$ cat src/rtl/switch_debouncer_pkg.sv
// Shared constants and helpers for the switch debouncer.
// Optional feature macro: SWITCH_DEBOUNCER_TOGGLE_EN (adds sw_toggle output).
package switch_debouncer_pkg;

    localparam int DEFAULT_STABLE_CYCLES = 1000;
    localparam int DEFAULT_SYNC_STAGES   = 2;

    // Counter must hold values up to STABLE_CYCLES-1; never narrower than one bit.
    function automatic int cnt_width(input int stable_cycles);
        int w;
        w = $clog2(stable_cycles + 1);
        return (w < 1) ? 1 : w;
    endfunction

endpackage

$ cat src/rtl/switch_debounce_bit.sv
// One switch bit: synchronizer chain, qualification counter, stable level and edge pulses.
// Optional feature macro: SWITCH_DEBOUNCER_TOGGLE_EN (adds sw_toggle flop).
module switch_debounce_bit
    import switch_debouncer_pkg::*;
#(
    parameter int STABLE_CYCLES = DEFAULT_STABLE_CYCLES,
    parameter int SYNC_STAGES   = DEFAULT_SYNC_STAGES
) (
    input  logic clk,
    input  logic reset,
    input  logic sw_raw,
    output logic sw_stable,
    output logic sw_rise,
    output logic sw_fall
`ifdef SWITCH_DEBOUNCER_TOGGLE_EN
    ,
    output logic sw_toggle
`endif
);

    localparam int            CW       = cnt_width(STABLE_CYCLES);
    localparam logic [CW-1:0] CNT_LAST = CW'(STABLE_CYCLES - 1);

    logic [SYNC_STAGES-1:0] r_sync;
    logic [CW-1:0]          r_cnt;
    logic                   r_stable;
    logic                   r_rise;
    logic                   r_fall;

    logic w_sync;
    logic w_diff;
    logic w_accept;

    assign w_sync   = r_sync[SYNC_STAGES-1];
    assign w_diff   = w_sync ^ r_stable;
    assign w_accept = w_diff && (r_cnt == CNT_LAST);

    always_ff @(posedge clk or negedge reset) begin
        if (!reset) begin
            r_sync <= '0;
        end else begin
            r_sync <= {r_sync[SYNC_STAGES-2:0], sw_raw};
        end
    end

    // Counter only runs while the synchronized input disagrees with the accepted level.
    always_ff @(posedge clk or negedge reset) begin
        if (!reset) begin
            r_cnt    <= '0;
            r_stable <= 1'b0;
            r_rise   <= 1'b0;
            r_fall   <= 1'b0;
        end else begin
            if (!w_diff || w_accept) begin
                r_cnt <= '0;
            end else begin
                r_cnt <= r_cnt + CW'(1);
            end
            if (w_accept) begin
                r_stable <= w_sync;
            end
            r_rise <= w_accept &  w_sync;
            r_fall <= w_accept & ~w_sync;
        end
    end

    assign sw_stable = r_stable;
    assign sw_rise   = r_rise;
    assign sw_fall   = r_fall;

`ifdef SWITCH_DEBOUNCER_TOGGLE_EN
    logic r_toggle;

    always_ff @(posedge clk or negedge reset) begin
        if (!reset) begin
            r_toggle <= 1'b0;
        end else if (w_accept && w_sync) begin
            r_toggle <= ~r_toggle;
        end
    end

    assign sw_toggle = r_toggle;
`endif

endmodule

$ cat src/rtl/switch_debouncer.sv
// Multi-bit switch debouncer: WIDTH independent per-bit conditioning slices.
// Optional feature macro: SWITCH_DEBOUNCER_TOGGLE_EN (adds sw_toggle output).
module switch_debouncer
    import switch_debouncer_pkg::*;
#(
    parameter int WIDTH         = 4,
    parameter int STABLE_CYCLES = DEFAULT_STABLE_CYCLES,
    parameter int SYNC_STAGES   = DEFAULT_SYNC_STAGES
) (
    input  logic             clk,
    input  logic             reset,
    input  logic [WIDTH-1:0] sw_raw,
    output logic [WIDTH-1:0] sw_stable,
    output logic [WIDTH-1:0] sw_rise,
    output logic [WIDTH-1:0] sw_fall
`ifdef SWITCH_DEBOUNCER_TOGGLE_EN
    ,
    output logic [WIDTH-1:0] sw_toggle
`endif
);

    for (genvar i = 0; i < WIDTH; i++) begin : g_bit
`ifdef SWITCH_DEBOUNCER_TOGGLE_EN
        switch_debounce_bit #(
            .STABLE_CYCLES(STABLE_CYCLES),
            .SYNC_STAGES  (SYNC_STAGES)
        ) u_bit (
            .clk      (clk),
            .reset    (reset),
            .sw_raw   (sw_raw[i]),
            .sw_stable(sw_stable[i]),
            .sw_rise  (sw_rise[i]),
            .sw_fall  (sw_fall[i]),
            .sw_toggle(sw_toggle[i])
        );
`else
        switch_debounce_bit #(
            .STABLE_CYCLES(STABLE_CYCLES),
            .SYNC_STAGES  (SYNC_STAGES)
        ) u_bit (
            .clk      (clk),
            .reset    (reset),
            .sw_raw   (sw_raw[i]),
            .sw_stable(sw_stable[i]),
            .sw_rise  (sw_rise[i]),
            .sw_fall  (sw_fall[i])
        );
`endif
    end

endmodule

$ cat config.mk
export PLATFORM = sky130hd
export DESIGN_NAME = switch_debouncer
export DESIGN_NICKNAME = d
export VERILOG_FILES = /design/src/rtl/switch_debouncer_pkg.sv /design/src/rtl/switch_debounce_bit.sv /design/src/rtl/switch_debouncer.sv
export SDC_FILE = /design/constraint.sdc
export NUM_CORES = 1
export LEC_CHECK = 0
export CORE_UTILIZATION = 53
export DETAILED_ROUTE_END_ITERATION = 16
export HOLD_SLACK_MARGIN = 0.15
export PLACE_DENSITY = 0.71
export SLEW_MARGIN = 40
export SYNTH_ARGS = -nofsm -noshare
export SYNTH_HDL_FRONTEND = slang
export SYNTH_HIERARCHICAL = 1
export SYNTH_SLANG_ARGS = --single-unit
$ cat constraint.sdc
create_clock -name clk -period 3.2 [get_ports clk]
set_input_delay 0.48 -clock clk [delete_from_list [all_inputs] [get_ports clk]]
set_output_delay 0.48 -clock clk [all_outputs]
set_load 0.02 [all_outputs]
== Yosys cells after proc, flatten, opt, wreduce, memory -nomap -nowiden ==
Index checks and enable logic that the tools add are counted.
Word-level totals
  register bits after elaboration: 60
  latch bits: 0
  RAM bits: 0
  ROM bits: 0
  bits of input ports: 6
  logic and storage cells: 60
  memories kept: 0
Operators by class
  $add $sub $neg: 4
  multiply operators: 0
  div/mod/pow operators: 0
  order comparisons: 0
  eq/ne operators: 4
  shift operators: 0
  multiplexer cells: 4
  bitwise operators: 16
  reductions and logical operators: 12
Operators by type and width (count)
  adder 10 x 1 -> 10 bit, second input constant: 4
  equality test 10 bit, second input constant: 4
  2-to-1 mux 10 bit: 4
  AND 1 bit: 8
  logical AND 1 bit: 4
  zero test 1 bit: 4
  logical OR 1 bit: 4
  inverter 1 bit: 4
  XOR 1 bit: 4

== Logic depth before layout (Yosys ltp) ==
  depth after elaboration: 4
  mapped depth: 4

== Modules after synthesis ==
Netlist, hierarchy kept.
By module, submodules not included
  switch_debounce_bit: times used 4, cells an instance 60, area each 679.4 µm², sequential area each 375.4 µm²

== Worst setup path before layout ==
No wires, ideal clock.
  kind: register to register
  from: reg g_bit[0].u_bit.r_cnt[0]
  to: reg g_bit[0].u_bit.r_stable
  arrival time: 1.423 ns
  required time: 3.075 ns
  path slack: 1.652 ns
  stages on the path, launching flop included: 5
  path buffers: 0
  period minus slack after synthesis: 1.548 ns
  path through: dfrtp_1 ha_1 nand4bb_2 or3_4 mux2_4
On the way
  word-level cells in the longest chain between the ends: 2
Ends and longest elaborated chain
  from (decl): line switch_debounce_bit.sv:25  | logic [CW-1:0] r_cnt;
  from (signal assigned): line switch_debounce_bit.sv:57  | r_cnt <= r_cnt + CW'(1);
  equality test 10 bit: line switch_debounce_bit.sv:36  | assign w_accept = w_diff && (r_cnt == CNT_LAST);
  logical AND 1 bit: line switch_debounce_bit.sv:36
  to (signal assigned): line switch_debounce_bit.sv:60  | r_stable <= w_sync;
  to (decl): line switch_debounce_bit.sv:26  | logic r_stable;
No other way between the ends.
A chain may end at the register's enable or synchronous reset.

== Worst setup path in the final report ==
  from: reg g_bit[2].u_bit.r_stable
  to: out sw_stable[2]
RTL lines
  from (decl): line switch_debounce_bit.sv:26
  from (signal assigned): line switch_debounce_bit.sv:60
  to (decl): line switch_debouncer.sv:13  | output logic [WIDTH-1:0] sw_stable,
No word-level cell between the ends.

==> results by group <==
Run status
  – Result of the run: completed

Worst setup path
  – Critical path capture point type: output port
  – Peak fanout along the critical path: 6
  – Cells along the critical path: clkdlybuf4s50_1
  – Critical path type: reg -> out
  – Crit start category: flop
  – Signal arrival time at the worst endpoint: roughly 1.4 ns
  – Family of cells with the greatest summed delay on the critical path: buffers and inverters
  – Slowest stage cell on the critical path: sky130_fd_sc_hd__clkdlybuf4s50_1
  – Slowest stage delay, CP: 0.66 ns
  – Required @ worst endpoint: between 2 and 3 ns
  – Number of buffer and inverter stages on the critical path: 1

Clock tree
  – CTS sink count: 60
  – Hold_buf cts: 1
  – TritonCTS buffer count: 9
  – Post-CTS setup buffers: 0
  – Clock-pin transition on the worst setup and hold timing paths: around 0.070 ns
  – Root buf cell: sky130_fd_sc_hd__clkbuf_8
  – CTS tree: yes
  – Clk buf depth: 2
  – Clock latency reported for the late side of the worst-skew pair: 0.33 ns
  – CTS H-Tree Depth: 3
  – Cts repair resizes: 0

Timing
  – Total count of max-transition violations in the final report: 0
  – Unrepaired setup endpoints after global routing: false
  – Post-Route Hold Slack: 0.3501 ns
  – Max Clock Skew: 0.008332 ns
  – Final critical-path share of the clock period: between 60% and 70%
  – Slew Limit Headroom: between 50% and 60%
  – Minimum period implied by the final worst setup slack: 1.921 ns
  – Max Clock Freq: 520.6 MHz
  – Final hold violation count: 0
  – Post-Route Setup TNS: 0 ns
  – Final number of setup-violating endpoints: 0
  – Worst Max-Slew Pin Slew: approximately 0.7 ns

GRT
  – Gr ovfl total: 0
  – Initial antenna violation count: 0
  – Vias in the first global route: 1820
  – Maximum number of pins on one net before global-route repair: 42
  – Total GRT Usage: 19.74%
  – Wire length of the first global-routing pass: 8045 um

Layout
  – Cell area after layout: 0.003162 mm2
  – Antenna diode instance count: 0
  – Area delta synth->final: 16.34%
  – Count of nets after finishing: 280
  – Fraction of layout instances using a drive strength above 1: 13.19%

Die
  – Die X-Extent: 73.61 um
  – Initial standard-cell utilization of the core: 56.42%
  – DIE HEIGHT: 73.61 um
  – Total die area: about 0.0054 mm2
  – IO Count: 18
  – Area of the placeable core: 0.004817 mm2
  – Number of placement rows: 25

Placement
  – Routability-driven placement congestion ratio: 0.8059
  – Quantity of I/O buffers inserted on ports: 17
  – Final HPWL from detailed placement: 3241 um
  – Post-placement cell area: 0.002977 mm2

Logic synthesis
  – Number of flip-flops and latches in the synthesized netlist: 60
  – Count of unique library cells instantiated by Yosys: 23
  – Post-synthesis sequential area ratio: 55.25%
  – Main combinational cell family by area after synthesis: simple AND/OR/NAND/NOR gates
  – Cell taking the most area after synthesis: sky130_fd_sc_hd__dfrtp_1
  – Mean cell area of the mapped netlist: 11.32 um2
  – Post-synth top cells: 60 x sky130_fd_sc_hd__dfrtp_1, 20 x sky130_fd_sc_hd__nor2_1, 20 x sky130_fd_sc_hd__o21ai_0
  – Most common flop cell mapped by yosys: sky130_fd_sc_hd__dfrtp_1
  – Synth area leaders: sky130_fd_sc_hd__dfrtp_1 55%, sky130_fd_sc_hd__xor2_1 3.9%, sky130_fd_sc_hd__o21ai_0 3.7%
  – Yosys warnings: 6
  – Synthesized netlist net count: 250
  – Post-synthesis share of cell area spent on and, or, nand and nor gates: roughly a fifth
  – Multiplexer area fraction after synthesis: 2.210%
  – Share of the synthesized area in compound gates (AO/OA/AOI/OAI): 12.89%
  – Post-synthesis cell area: 0.002718 mm2
  – Post-synthesis xor/xnor area fraction: under 10%
  – EDFF count, synth: 0
  – Proportion of synthesized flip-flops having asynchronous set or reset: 100.0%
  – Number of cells produced by synthesis: 240
  – Most frequently used cell type in the post-synthesis netlist: sky130_fd_sc_hd__dfrtp_1
  – Share of the synthesized area in the top cell type: 55.25%
  – Adder-cell share of the synthesized area: 1.842%

Drt
  – Initial DRT Pass Iterations: 4
  – Initial drt markers: 121
  – Detailed-route vias per instance: 5.609
  – Antenna Violating Nets Remaining: 0
  – Number of remaining DRC errors: 0
  – Via count: about 1900
  – Routed length per placed instance: 13.88 um
  – Wire length after detailed routing: 4719 um

Power and ir drop
  – Ratio of total power to cell area: roughly 460 mW/mm2
  – Static leakage: roughly 1.3 nW
  – Max VDD drop: 0.3210 mV

Hold path
  – Kind of path behind the tightest hold check: reg -> reg

Run
  – Number of max-cap violations: 0
## path summary, 6_finish.rpt
kind,cells after the start,slack [ns],to,from
max,1,1.28,sw_stable[2],g_bit[2].u_bit/sw_stable
min,0,0.35,g_bit[3].u_bit/r_sync[1],g_bit[3].u_bit/r_sync[0]
max reg2reg,4,1.46,g_bit[1].u_bit/r_cnt[3],g_bit[1].u_bit/r_cnt[0]
min reg2reg,0,0.35,g_bit[3].u_bit/r_sync[1],g_bit[3].u_bit/r_sync[0]
max in group asynchronous,3,1.88,g_bit[1].u_bit/r_cnt[1],reset
min in group asynchronous,2,0.66,g_bit[0].u_bit/r_cnt[9],reset
## state kept, by name, summed over array words and instances (netlist names)
| register | cells |
|---|---|
| g_bit.u_bit/r_cnt | 40 |
| g_bit.u_bit/r_sync | 8 |
| g_bit.u_bit/sw_fall | 4 |
| g_bit.u_bit/sw_rise | 4 |
| g_bit.u_bit/sw_stable | 4 |
## layout make-up
cell class / count / area, um2
clock buffers: 12 / 165.2
clock inverters: 2 / 10.01
fillers: 383 / 1655
inverters: 8 / 30.03
multi-input cells: 172 / 1186
flip-flops and latches: 60 / 1501
well taps: 67 / 83.83
repair buffers: 19 / 185.2
## routing by layer
layer | up-vias | global-route usage, % | part of all wire, %
met5 | - | 0 | 0
met4 | 0 | 10.04 | 1.9
met3 | 10 | 4.664 | 3.9
met2 | 35 | 29.97 | 46
met1 | 922 | 26.50 | 49
li1 | 940 | - | -
## where the power goes
group	internal, mW	switching, mW	leakage, nW
registers	0.776	0.0187	0.810
logic	0.0250	0.0377	0.361
clock network	0.333	0.275	0.0941
## stage by stage
stage / instances / setup slack, ns / utilization [%] / power, mW
floorplan: 240 / 1.652 / - / 0.8368
global placement: 325 / 1.568 / 61.74 / 0.8682
detailed placement: 325 / 1.479 / 61.79 / 0.8720
CTS: 340 / 1.256 / 65.64 / 1.482
global route: 340 / 1.221 / 65.64 / 1.520
finish: 340 / 1.279 / 65.64 / 1.466
## layout by cell type, fill, tap and decap left out, types with 12 or more instances in the layout
cell,netlist,final
sky130_fd_sc_hd__o21ai_0,20,20
sky130_fd_sc_hd__nor2_1,20,20
sky130_fd_sc_hd__clkbuf_8,0,12
sky130_fd_sc_hd__nand3_1,16,16
sky130_fd_sc_hd__dfrtp_1,60,60
sky130_fd_sc_hd__clkdlybuf4s50_1,0,16
sky130_fd_sc_hd__a21oi_1,12,12
sky130_fd_sc_hd__xor2_1,12,12
## cell families (layout without fill, tap and decap cells)
logic type / after synthesis / in the layout
and+or+nand+nor: 88 / 88
DFF: 60 / 60
AOI/OAI and AO/OA: 56 / 56
xor gates and xnor gates: 20 / 20
buffers and inverters: 8 / 41
adders and majority gates: 4 / 4
muxes: 4 / 4
Power figures use the tool's default switching activity.
